### src/rtl/vga_draw_scheduler.sv
// vga_draw_scheduler: arbitrates user edits and column sweeps into one-cell-at-a-time redraws for vga_display
module vga_draw_scheduler #(
    parameter int X0         = 214,
    parameter int Y0         = 32,
    parameter int PITCH      = 33,
    parameter int GRID       = 12,
    parameter int FIFO_DEPTH = 4
) (
    input  logic       i_clk,
    input  logic       i_rst_n,
    input  logic       i_req_valid,
    input  logic [3:0] i_req_row,
    input  logic [3:0] i_req_col,
    input  logic       i_req_state,
    output logic       o_req_ready,
    input  logic       i_col_valid,
    input  logic [3:0] i_col_idx,
    output logic       o_col_ready,
    output logic [3:0] o_rd_row,
    output logic [3:0] o_rd_col,
    input  logic       i_rd_state,
    output logic       o_draw_enable,
    output logic [9:0] o_x,
    output logic [8:0] o_y,
    output logic       o_state,
    input  logic       i_drawing,
    output logic       o_busy
);
    localparam int AW = $clog2(FIFO_DEPTH);
    localparam logic [3:0] L_GRID = 4'(GRID);
    localparam logic [3:0] L_LAST = 4'(GRID - 1);
    localparam logic [AW:0] L_FULL = (AW + 1)'(FIFO_DEPTH);

    typedef enum logic [3:0] {
        S_BOOT_HI, S_BOOT_LO, S_IDLE, S_FETCH, S_LATCH,
        S_ISSUE, S_WAIT_HI, S_WAIT_LO, S_GAP
    } state_t;

    state_t      r_fsm;
    logic [8:0]  r_fifo [FIFO_DEPTH];
    logic [AW-1:0] r_wr_ptr;
    logic [AW-1:0] r_rd_ptr;
    logic [AW:0] r_count;
    logic        r_sweep_active;
    logic        r_cur_sweep;
    logic [3:0]  r_sweep_row;
    logic [3:0]  r_sweep_col;
    logic        r_draw_enable;
    logic [9:0]  r_x;
    logic [8:0]  r_y;
    logic        r_state;
    logic [3:0]  r_rd_row;
    logic [3:0]  r_rd_col;

    logic        w_boot;
    logic        w_empty;
    logic        w_push;
    logic        w_pop;
    logic        w_col_take;
    logic [8:0]  w_head;
    logic [3:0]  w_cell_row;
    logic [3:0]  w_cell_col;
    logic [9:0]  w_x;
    logic [8:0]  w_y;

    assign w_boot      = (r_fsm == S_BOOT_HI) || (r_fsm == S_BOOT_LO);
    assign w_empty     = (r_count == '0);
    assign o_req_ready = (r_count != L_FULL) && !w_boot;
    assign o_col_ready = !w_boot && !r_sweep_active;
    assign w_push      = i_req_valid && o_req_ready && (i_req_row < L_GRID) && (i_req_col < L_GRID);
    assign w_pop       = (r_fsm == S_IDLE) && !w_empty;
    assign w_col_take  = i_col_valid && o_col_ready;
    assign w_head      = r_fifo[r_rd_ptr];
    assign w_cell_row  = w_pop ? w_head[8:5] : r_sweep_row;
    assign w_cell_col  = w_pop ? w_head[4:1] : r_sweep_col;
    assign w_x         = 10'(X0) + 10'(PITCH) * {6'd0, w_cell_col};
    assign w_y         = 9'(Y0) + 9'(PITCH) * {5'd0, w_cell_row};
    assign o_busy      = w_boot || (r_fsm != S_IDLE) || !w_empty || r_sweep_active;

    assign o_draw_enable = r_draw_enable;
    assign o_x           = r_x;
    assign o_y           = r_y;
    assign o_state       = r_state;
    assign o_rd_row      = r_rd_row;
    assign o_rd_col      = r_rd_col;

    // edit queue storage: {row, col, colour}; contents are meaningless while count is zero
    always_ff @(posedge i_clk) begin
        if (w_push) r_fifo[r_wr_ptr] <= {i_req_row, i_req_col, i_req_state};
    end

    // edit queue pointers and occupancy; simultaneous push and pop leave the count unchanged
    always_ff @(posedge i_clk or negedge i_rst_n) begin
        if (!i_rst_n) begin
            r_wr_ptr <= '0;
            r_rd_ptr <= '0;
            r_count  <= '0;
        end else begin
            r_wr_ptr <= r_wr_ptr + AW'(w_push);
            r_rd_ptr <= r_rd_ptr + AW'(w_pop);
            r_count  <= r_count + (AW + 1)'(w_push) - (AW + 1)'(w_pop);
        end
    end

    // draw sequencer: boot handshake, edit-over-sweep arbitration, pattern fetch and display handshake
    always_ff @(posedge i_clk or negedge i_rst_n) begin
        if (!i_rst_n) begin
            r_fsm          <= S_BOOT_HI;
            r_sweep_active <= 1'b0;
            r_cur_sweep    <= 1'b0;
            r_sweep_row    <= '0;
            r_sweep_col    <= '0;
            r_draw_enable  <= 1'b0;
            r_x            <= 10'(X0);
            r_y            <= 9'(Y0);
            r_state        <= 1'b0;
            r_rd_row       <= '0;
            r_rd_col       <= '0;
        end else begin
            r_draw_enable <= 1'b0;
            if (w_col_take && (i_col_idx < L_GRID)) begin
                r_sweep_active <= 1'b1;
                r_sweep_col    <= i_col_idx;
                r_sweep_row    <= '0;
            end
            case (r_fsm)
                S_BOOT_HI: if (i_drawing) r_fsm <= S_BOOT_LO;
                S_BOOT_LO: if (!i_drawing) r_fsm <= S_GAP;
                S_IDLE: begin
                    if (w_pop) begin
                        r_x           <= w_x;
                        r_y           <= w_y;
                        r_state       <= w_head[0];
                        r_cur_sweep   <= 1'b0;
                        r_draw_enable <= 1'b1;
                        r_fsm         <= S_ISSUE;
                    end else if (r_sweep_active) begin
                        r_rd_row <= r_sweep_row;
                        r_rd_col <= r_sweep_col;
                        r_fsm    <= S_FETCH;
                    end
                end
                S_FETCH: r_fsm <= S_LATCH;
                S_LATCH: begin
                    r_x           <= w_x;
                    r_y           <= w_y;
                    r_state       <= i_rd_state;
                    r_cur_sweep   <= 1'b1;
                    r_draw_enable <= 1'b1;
                    r_fsm         <= S_ISSUE;
                end
                S_ISSUE:   r_fsm <= S_WAIT_HI;
                S_WAIT_HI: if (i_drawing) r_fsm <= S_WAIT_LO;
                S_WAIT_LO: begin
                    if (!i_drawing) begin
                        if (r_cur_sweep) begin
                            if (r_sweep_row == L_LAST) r_sweep_active <= 1'b0;
                            else r_sweep_row <= r_sweep_row + 4'd1;
                        end
                        r_fsm <= S_GAP;
                    end
                end
                S_GAP:   r_fsm <= S_IDLE;
                default: r_fsm <= S_BOOT_HI;
            endcase
        end
    end
endmodule

### config.mk
export PLATFORM = sky130hd
export DESIGN_NAME = vga_draw_scheduler
export DESIGN_NICKNAME = d
export VERILOG_FILES = /design/src/rtl/vga_draw_scheduler.sv
export SDC_FILE = /design/constraint.sdc
export NUM_CORES = 1
export LEC_CHECK = 0
export CAP_MARGIN = 20
export CORE_AREA = 3 3 88 90
export CTS_BUF_LIST = sky130_fd_sc_hd__clkbuf_2
export CTS_CLUSTER_SIZE = 30
export DETAILED_ROUTE_END_ITERATION = 7
export DIE_AREA = 0 0 91 93
export GPL_ROUTABILITY_DRIVEN = 0
export GPL_TIMING_DRIVEN = 0
export PLACE_DENSITY = 0.78
export SETUP_SLACK_MARGIN = 0.4
export SLEW_MARGIN = 0
export SYNTH_ARGS = -nofsm -noshare
export SYNTH_HDL_FRONTEND = slang
export SYNTH_SLANG_ARGS = --single-unit
### constraint.sdc
create_clock -name i_clk -period 4.6 [get_ports i_clk]
set_clock_uncertainty 0.2 [all_clocks]
set_input_delay 0.69 -clock i_clk [delete_from_list [all_inputs] [get_ports i_clk]]
set_output_delay 0.69 -clock i_clk [all_outputs]
set_load 0.01 [all_outputs]
==> results of run 1 <==
==> repair_timing <==
item / CTS / global route
endpoints found under the setup margin: 0 / 1
hold endpoints to repair: 19 / 0
hold buffers: 1 / 0
gates resized for setup: 0 / 2
==> per-stage QoR <==
| stage | cells | util | setup WS, ns |
|---|---|---|---|
| after floorplan | 283 | - | 1.108 |
| after global placement | 431 | 0.6176 | 0.5608 |
| after detailed placement | 434 | 0.6218 | 0.4945 |
| after CTS | 451 | 0.6390 | 0.4385 |
| after global routing | 451 | 0.6408 | 0.4703 |
| final | 451 | 0.6408 | 0.6595 |
==> layout make-up <==
| cell class | count | area (sq um) | share of cell area |
|---|---|---|---|
| clock buffers | 10 | 50.05 | 0.01094 |
| multi-input cells | 174 | 1375 | 0.3007 |
| inverters | 14 | 52.55 | 0.01149 |
| plain buffers | 10 | 63.81 | 0.01395 |
| clock inverters | 6 | 62.56 | 0.01368 |
| flip-flops and latches | 85 | 2315 | 0.5062 |
| well taps | 99 | 123.9 | 0.02709 |
| repair buffers | 53 | 530.5 | 0.1160 |
==> per-layer routing <==
metal,vias to the layer above,part of all wire
li1,1135,-
met1,1170,0.44
met2,66,0.50
met3,19,0.042
met4,0,0.022
met5,-,0
==> cells by family after synthesis <==
kind of cell,Yosys count
simple gates,86
flops,85
compound gates,32
mux,29
buf+inv,24
fa+ha+maj,15
xor+xnor,11
other cells,1
==> sequential cells by signal (all words and copies together), names as in the netlist <==
register / count
o_state: 1
o_rd_col: 4
r_sweep_active: 1
r_rd_ptr: 2
o_rd_row: 4
o_y: 8
r_sweep_col: 4
o_draw_enable: 1
r_cur_sweep: 1
r_wr_ptr: 2
o_x: 10
r_fsm: 4
r_sweep_row: 4
r_count: 3
r_fifo: 36
==> cells in the mapped netlist (4+ instances only) <==
cell type,count,share of area
dfrtp_1,43,0.28
edfxtp_1,36,0.28
nor2_1,29,0.029
nand2_1,24,0.024
mux2_2,17,0.050
ha_1,13,0.043
inv_1,13,0.013
a21oi_1,10,0.013
mux4_2,9,0.053
buf_2,6,0.0079
dfstp_2,6,0.042
nor3_1,6,0.0079
o21ai_0,6,0.0079
xnor2_1,6,0.014
xor2_1,5,0.012
nor3b_1,4,0.0079
==> power by group through the flow <==
stage          sequential, mW  combinational [mW]  clock [mW]
2_1_floorplan            1.21               0.834           0
3_3_place_gp             1.19                1.29           0
3_5_place_dp             1.20                1.34           0
4_1_cts                  1.18                1.35       0.389
5_1_grt                  1.21                1.49       0.422
6_report                 1.18                1.34       0.378
==> cells in the final DEF (no fill, tap or decap), types with 3 or more instances in the layout <==
cell             count
nor3_1               6
dfrtp_1             43
xor2_1               5
nand2b_1             3
nor3b_1              4
a21oi_1             10
nand2_1             24
nand3_1              3
mux4_2               9
clkdlybuf4s50_1     48
buf_2                7
o21ai_0              6
nor2_1              29
or3_1                3
buf_4                3
o31ai_1              3
clkbuf_2            10
xnor2_1              6
ha_1                13
inv_1               13
edfxtp_1            36
dfstp_2              6
mux2_2              17
==> worst max-delay path, stage by stage, from the launching register on <==
cell      delay (ns)
dfrtp_1         0.41
buf_2           0.18
nor4b_4         0.41
nand2_1         0.15
inv_2           0.25
mux2i_2         0.40
inv_1           0.11
ha_1            0.23
inv_1           0.07
ha_1            0.24
nor3b_1         0.39
o311ai_2        0.14
or3_1           0.34
a221o_1         0.32
==> final timing paths <==
| path | slack, ns | to | start |
|---|---|---|---|
| min in group asynchronous | 0.42 | r_fsm[3] | i_rst_n |
| hold reg to reg | 0.28 | o_x[4] | o_x[4] |
| hold / removal | 0.28 | o_x[4] | o_x[4] |
| setup / recovery | 0.66 | o_x[9] | r_fsm[3] |
| max in group asynchronous | 3.15 | o_x[7] | i_rst_n |
| setup reg to reg | 0.66 | o_x[9] | r_fsm[3] |
==> key figures, run 1 <==
STA
  • Worst-margin pin slew: 0.8100 ns
  • RSZ-0062 raised after global routing: no
  • Setup Viol. Count Final: 0
  • Slew Limit Fails: 0
  • Slew HR: 0.4559
  • Fin. Hold Viols: 0
  • Post-Route Setup TNS: 0 ns
  • Min Tclk post-route: 3.941 ns
  • Fin crit share: 0.8566
  • Max Clk Rate: 253.8 MHz
  • Worst hold margin: 0.2756 ns

Placement
  • DP Area: 0.004438 sq mm
  • IO buf count: 49
  • Detailed placement HPWL: 5.289 mm

Synth
  • Syn Std Cell Area: 0.003794 sq mm
  • Flip-flop and latch count after synthesis: 85
  • Synth Area in Simple Gates: 0.1115
  • Post-synthesis compound-gate area fraction: 0.05607
  • Unique masters post-synth: 48
  • Async SR Flop Fraction: 0.5765
  • Adder-Cell Fraction of Synth Area: 0.05343
  • Main combinational cell family by area after synthesis: multiplexers
  • Post-Syn Instances: 283
  • XOR/XNOR share of the synthesized area: 0.02540
  • Mux cell area share after synthesis: 0.1118
  • Sequential share of the synthesized area: 0.6102
  • EDFF count, synth: 36
  • Ys Warns: 0
  • Avg Cell Area, Syn: 13.41 sq um
  • Syn nets: 317
  • Prevailing post-synth register cell: dfrtp_1

Status
  • Outcome: finished, final reports clean

Power and ir drop
  • NetSw: 1.065 mW
  • P_leak: 1.871 nW
  • Clk pwr share: 0.130
  • Pwr Density: 634.3 mW/mm^2
  • Power Internal: 1.836 mW
  • Sw Share: 0.3672
  • Seq pwr share: 0.406
  • VDD IR-drop max: 0.2635 mV
  • Combinational share of power: 0.463
  • Tot Pwr: 2.901 mW

Critical path
  • CP required: 4.83 ns
  • Worst Path Max Fanout: 11
  • FF-to-FF path depth: 13
  • Type of origin of the critical path: flip-flop
  • CP Capture Type: flip-flop
  • Worst Setup Path Type: reg -> reg
  • CP arrival: 4.18 ns

Die
  • Core area: 0.007137 sq mm
  • I/O Pins: 51
  • Die X: 91 um
  • Initial Utilization: 0.5316
  • Die ar.: 0.008463 sq mm
  • Cell Rows: 31
  • Die Y: 93 um

CTS
  • H-tree level count: 3
  • Longest Clk Path Bufs: 2
  • Clock Root Buffer: clkbuf_2
  • CTS tree: yes
  • Clock slew at reported path FFs: 0.24 ns
  • Clk Latency, worst-skew pair: 0.52 ns
  • Clock sink total: 85
  • CTS Buf Count: 9
  • Post-CTS Setup Bufs: 0

Min path
  • Hold depth: 2
  • Hold Path Class: reg -> reg

Detailed routing
  • Number of remaining DRC errors: 0
  • Vias: 2390
  • DRT iter0 DRCs: 123
  • Post-DRT Antenna Nets: 0
  • Via-to-Cell Ratio: 5.299
  • Routed WL per cell: 15.69 um
  • Initial DRT Pass Iterations: 4
  • Detailed Route WL: 7.076 mm

Finish
  • Design area: 0.004573 sq mm
  • Layout cells sized above 1: 0.1903
  • # diodes: 0
  • Final #Nets: 381
  • Area grow syn2layout: 20.55%
  • # fillers: 598

Global route
  • First-pass GRT wire length: 12.07 mm
  • M2 GR Usage: 0.3102
  • GR peak layer: met2
  • Initial antenna violation count: 0
  • Number of global-route vias before repair: 2461
  • Global Route met3 Usage: 0.03459
  • Grt ovf: 0
  • Largest net degree at the start of global routing: 31
  • GRT Util Overall: 0.1828
  • Met1 usage: 0.2318

Job
  • Max-cap violation count: 0
(Power assumes the default switching activity.)
==> run 2, diff against run 1 <==
- CORE_AREA: 3 3 88 90 -> 3 3 83 101
- DIE_AREA: 0 0 91 93 -> 0 0 86 104
- PLACE_DENSITY: 0.78 -> 0.74
==> run 2 against run 1 <==
Effect of this change:
- combinational power barely moved
- worst hold slack lost 0.0016 ns
- power is 0.69% higher
- maximum frequency rose by 1.9%
- worst setup slack improved by 0.075 ns
- routed wire length down 2.3%
- critical path depth stayed put
- clock power is 11% higher
- highest routed layer unchanged
==> key figures, run 2 (synthesis results as in run 1) <==
Die
  • Die Y: 104 um
  • Initial Utilization: 0.5007
  • Core area: 0.007576 sq mm
  • Die X: 86 um
  • Cell Rows: 35
  • Die ar.: 0.008944 sq mm
  • I/O Pins: 51

Placement
  • IO buf count: 49
  • Detailed placement HPWL: 5.100 mm
  • DP Worst Slack: 0.5406 ns
  • DP Area: 0.004427 sq mm

CTS
  • Clock slew at reported path FFs: 0.23 ns
  • Post-CTS Setup Bufs: 0
  • CTS Buf Count: 9
  • Longest Clk Path Bufs: 2
  • H-tree level count: 3
  • Clk Latency, worst-skew pair: 0.51 ns
  • Clock Root Buffer: clkbuf_2
  • Clock sink total: 85
  • CTS tree: yes

Global route
  • Number of global-route vias before repair: 2411
  • Largest net degree at the start of global routing: 31
  • First-pass GRT wire length: 11.81 mm
  • GRT Util Overall: 0.1701
  • Met1 usage: 0.2160
  • M2 GR Usage: 0.2861
  • Grt ovf: 0
  • Global Route met3 Usage: 0.03803
  • Initial antenna violation count: 0
  • GR peak layer: met2

STA
  • Slew Limit Fails: 0
  • Setup slack after layout: 0.7346 ns
  • Post-Route Setup TNS: 0 ns
  • Fin crit share: 0.8403
  • RSZ-0062 raised after global routing: no
  • Slew HR: 0.4091
  • Max Clk Rate: 258.7 MHz
  • Setup Viol. Count Final: 0
  • Fin. Hold Viols: 0
  • Worst-margin pin slew: 0.8824 ns
  • Worst hold margin: 0.2740 ns
  • Min Tclk post-route: 3.865 ns

Power and ir drop
  • P_leak: 1.887 nW
  • Power Internal: 1.893 mW
  • VDD IR-drop max: 0.2831 mV
  • Sw Share: 0.3520
  • Seq pwr share: 0.403
  • Pwr Density: 638.0 mW/mm^2
  • NetSw: 1.028 mW
  • Clk pwr share: 0.144
  • Combinational share of power: 0.453

Finish
  • Area of the multi-input gates: 0.001380 sq mm
  • Most flops, register: r_fifo
  • Area grow syn2layout: 20.68%
  • Final #Nets: 380
  • Most frequent cells in the layout: 48 x clkdlybuf4s50_1, 43 x dfrtp_1, 36 x edfxtp_1
  • Commonest non-fill, non-tap cell in the layout: clkdlybuf4s50_1
  • Layout cells sized above 1: 0.1937
  • # fillers: 633
  • # diodes: 0
  • Register area: 0.002315 sq mm
  • Design area: 0.004578 sq mm
  • Number of flip-flops under the largest register name: 36

Status
  • Outcome: finished, final reports clean

Critical path
  • Source of the critical timing path: r_fsm[3]
  • CP max stage delay: 0.43 ns
  • Type of origin of the critical path: flip-flop
  • Reg-to-Reg Start: r_fsm[3]
  • FF-to-FF path depth: 13
  • Worst Setup Path Type: reg -> reg
  • R2R Path End: o_x[9]
  • CP required: 4.79 ns
  • CP max stage cell: mux2i_2
  • CP arrival: 4.06 ns
  • CP Capture Type: flip-flop
  • Crit-path cells: buf_2 -> nor4b_4 -> nand2_1 -> inv_2 -> mux2i_2 -> inv_1 -> ha_1 -> inv_1 -> ha_1 -> nor3b_1 -> o311ai_2 -> or3_1 -> a221o_1
  • R2R Setup Slk: 0.73 ns
  • Worst Path Max Fanout: 11

Min path
  • WHS Endpoint: o_x[4]
  • Hold wc startpoint: o_x[4]
  • Hold Path Class: reg -> reg
  • Hold depth: 2

Detailed routing
  • DRT iter0 DRCs: 92
  • Vias: 2322
  • Detailed Route WL: 6.912 mm
  • Via-to-Cell Ratio: 5.242
  • Routed WL per cell: 15.60 um
  • Post-DRT Antenna Nets: 0
  • Number of remaining DRC errors: 0
  • Initial DRT Pass Iterations: 4

Job
  • Max-cap violation count: 0
-- run 2: cell count changes in the layout (fill, tap and decap cells not counted) --
cell        delta
clkinvlp_4     -2
nor3b_1        -1
clkinv_2       -1
bufinv_16      +1
clkbuf_2       +3
inv_6          -1
inv_2          +1
buf_4          -1
clkinv_1       -1
nor3b_2        +1
-- run 2: worst max path at each step --
stage	endpoint	slack, ns
after CTS	o_x[9]	0.45
after floorplan	o_x[9]	1.11
after detailed placement	o_x[9]	0.54
final	o_x[9]	0.73
after global placement	o_x[9]	0.58
after global routing	o_x[9]	0.47
-- run 2: critical path, delay by kind of cell, from the launching register on --
| kind | cells | cell delay (ns) |
|---|---|---|
| muxes | 1 | 0.43 |
| AOI/OAI and AO/OA | 2 | 0.43 |
| DFF | 1 | 0.41 |
| adders and majority gates | 2 | 0.46 |
| buffers and inverters | 4 | 0.62 |
| and+or+nand+nor | 4 | 1.19 |
-- run 2: area by class of cell --
cell class | count | area share
flip-flops and latches | 85 | 0.5056
multi-input cells | 174 | 0.3014
repair buffers | 52 | 0.1142
well taps | 92 | 0.02514
clock buffers | 13 | 0.01421
clock inverters | 3 | 0.01394
plain buffers | 10 | 0.01394
inverters | 14 | 0.01148
-- run 2: routing by layer --
layer  share of wire  vias to the layer above  wire [um]
li1                -                     1126          -
met1            0.43                     1147       2984
met2            0.52                       41       3615
met3           0.037                        8        257
met4          0.0080                        0         55
met5               0                        -          0
-- run 2: metrics by stage --
stage          total power, mW  utilization  instances
6_report                 2.921       0.6043        443
5_1_grt                  3.157       0.6043        443
4_1_cts                  2.949       0.6026        443
3_5_place_dp             2.526       0.5843        426
3_3_place_gp             2.478       0.5807        424
2_1_floorplan            2.048            -        283
-- run 2: power groups by stage --
stage | Clock, mW | Combinational [mW] | Sequential (mW)
4_1_cts | 0.434 | 1.34 | 1.18
6_report | 0.421 | 1.32 | 1.18
3_5_place_dp | 0 | 1.33 | 1.20
2_1_floorplan | 0 | 0.834 | 1.21
5_1_grt | 0.464 | 1.48 | 1.21
3_3_place_gp | 0 | 1.29 | 1.19
-- run 2: what timing repair did --
item / in CTS / in global routing
resized for setup: 0 / 2
hold buffers: 1 / 0
hold endpoints to repair: 15 / 0
setup endpoints to repair: 0 / 1
==> run 3, diff against run 2 <==
- PLACE_DENSITY: 0.74 -> 0.76
- clock period: 4.6 -> 3.17 ns (I/O delays scaled with it)
==> run 3 against run 2 <==
Effect of this change:
- register-to-register slack got worse by 0.69 ns
- maximum frequency rose by 23%
- power rose by 65%
- clock power rose by 16%
- critical path type unchanged
- largest cell class unchanged
- largest power group unchanged
==> key figures, run 3 (synthesis results as in run 1) <==
Die
  • Die Y: 104 um
  • I/O Pins: 51
  • Core area: 0.007576 sq mm
  • Initial Utilization: 0.5007
  • Cell Rows: 35
  • Die ar.: 0.008944 sq mm
  • Die X: 86 um

Finish
  • Number of flip-flops under the largest register name: 36
  • Most flops, register: r_fifo
  • # diodes: 0
  • Area grow syn2layout: 31.53%
  • Most frequent cells in the layout: 45 x clkdlybuf4s50_1, 43 x dfrtp_1, 36 x edfxtp_1
  • Commonest non-fill, non-tap cell in the layout: clkdlybuf4s50_1
  • Layout Cells excl Fill: 471
  • # fillers: 570
  • Layout cells sized above 1: 0.3272
  • Final #Nets: 408

STA
  • Slew HR: 0.4236
  • Min Tclk post-route: 3.130 ns
  • Fin crit share: 0.9875
  • Max Clk Rate: 319.5 MHz
  • Worst-margin pin slew: 0.8614 ns
  • Post-Route Setup TNS: 0 ns
  • Setup slack after layout: 0.03977 ns
  • Slew Limit Fails: 0
  • Fin. Hold Viols: 0
  • Setup Viol. Count Final: 0
  • RSZ-0062 raised after global routing: yes

Global route
  • GRT Util Overall: 0.1827
  • Initial antenna violation count: 0
  • Grt ovf: 0
  • Largest net degree at the start of global routing: 28
  • First-pass GRT wire length: 12.56 mm
  • Number of global-route vias before repair: 2587

Power and ir drop
  • Tot Pwr: 4.818 mW
  • P_leak: 2.066 nW
  • Pwr Density: 965.5 mW/mm^2
  • VDD IR-drop max: 0.5169 mV

CTS
  • CTS Buf Count: 9
  • Clock slew at reported path FFs: 0.28 ns
  • Longest Clk Path Bufs: 2
  • CTS tree: yes
  • Clock Root Buffer: clkbuf_2
  • Clk Latency, worst-skew pair: 0.53 ns
  • Clock sink total: 85
  • H-tree level count: 3

Critical path
  • Top delay family on crit path: simple AND/OR/NAND/NOR gates
  • CP Capture Type: flip-flop
  • CP arrival: 3.36 ns
  • Source of the critical timing path: r_fsm[0]
  • Crit-path cells: buf_6 -> or4b_4 -> o21ai_4 -> and2_4 -> inv_4 -> ha_4 -> inv_2 -> fa_1 -> or3_1 -> a221o_1
  • CP Depth: 10
  • Critical Path Sink: o_x[9]
  • Type of origin of the critical path: flip-flop
  • FF-to-FF path depth: 10
  • CP max stage delay: 0.50 ns
  • Reg-to-Reg Start: r_fsm[0]
  • R2R Path End: o_x[9]
  • Crit path buf inv count: 3
  • Worst Path Max Fanout: 3
  • Worst Setup Path Type: reg -> reg
  • CP max stage cell: or4b_4
  • CP required: 3.40 ns
  • R2R Setup Slk: 0.04 ns

Detailed routing
  • Via-to-Cell Ratio: 5.321
  • DRT iter0 DRCs: 106
  • Vias: 2506
  • Number of remaining DRC errors: 0
  • Initial DRT Pass Iterations: 4
  • Routed WL per cell: 16.12 um
  • Post-DRT Antenna Nets: 0
  • Detailed Route WL: 7.591 mm

Placement
  • Detailed placement HPWL: 5.248 mm
  • IO buf count: 49
  • Post-placement cell count: 426
  • DP Worst Slack: -0.3561 ns

Job
  • Max-cap violation count: 0

Status
  • Outcome: finished, final reports clean

Min path
  • Hold Path Class: in -> async
run 3: cell types whose count changed in the layout (fill, tap and decap cells not counted), sizes merged:
cell,before,now
buf,12,41
clkbuf,14,10
clkinv,0,4
clkdlybuf4s50,48,45
bufinv,2,0
dlymetal6s2s,0,2
clkinvlp,0,1
inv,15,16
run 3: worst min-delay path by stage:
stage / from / end / slack (ns) / cells after the start
2_1_floorplan: i_rst_n / o_draw_enable / -0.02 / 0
3_3_place_gp: o_x[4] / o_x[4] / 0.25 / 2
3_5_place_dp: o_x[4] / o_x[4] / 0.25 / 2
4_1_cts: i_rst_n / r_rd_ptr[1] / 0.19 / 2
5_1_grt: i_rst_n / r_rd_ptr[1] / 0.22 / 2
6_report: i_rst_n / r_rd_ptr[1] / 0.21 / 2
run 3: per-stage QoR:
stage	cell area (sq um)	util	hold slack (ns)
after floorplan	3850	-	-0.02009
after global placement	4456	0.5881	0.2457
after detailed placement	4483	0.5917	0.2451
after CTS	4870	0.6428	0.1856
after global routing	4990	0.6586	0.2237
final	4990	0.6586	0.2117
run 3: final cells by class:
type	count	area, sq um	area share
buffer	10	82.58	0.01655
timing repair buffer	80	754.5	0.1512
inverter	14	60.06	0.01204
clock inverter	7	48.80	0.009779
multi-input combinational	174	1569	0.3144
sequential	85	2315	0.4639
tap	92	115.1	0.02307
clock buffer	9	45.04	0.009027
run 3: per-layer routing:
| layer | wire length, um | GRT usage | vias up | share of wire |
|---|---|---|---|---|
| li1 | - | - | 1192 | - |
| met1 | 3053 | 0.2239 | 1254 | 0.40 |
| met2 | 4084 | 0.3137 | 54 | 0.54 |
| met4 | 81 | 0.05430 | 0 | 0.011 |
| met5 | 0 | 0 | - | 0 |
| met3 | 372 | 0.04754 | 6 | 0.049 |
run 3: power by group:
part | total [mW] | switching [mW] | internal [mW]
clock | 0.490 | 0.383 | 0.107
combinational | 2.61 | 1.20 | 1.41
sequential | 1.72 | 0.208 | 1.51
run 3: what timing repair did:
| item | in CTS | in global routing |
|---|---|---|
| hold buffers | 1 | 0 |
| pin swaps | 19 | 9 |
| setup endpoints to repair | 8 | 19 |
| buffers inserted | 22 | 6 |
| endpoints found under the hold margin | 18 | 0 |
| resized for setup | 24 | 22 |
run 3: worst register-to-register path, stage by stage, from the launching register on:
cell	delay [ns]
dfrtp_1	0.49
buf_6	0.13
or4b_4	0.50
o21ai_4	0.15
and2_4	0.18
inv_4	0.05
ha_4	0.16
inv_2	0.05
fa_1	0.44
or3_1	0.39
a221o_1	0.29
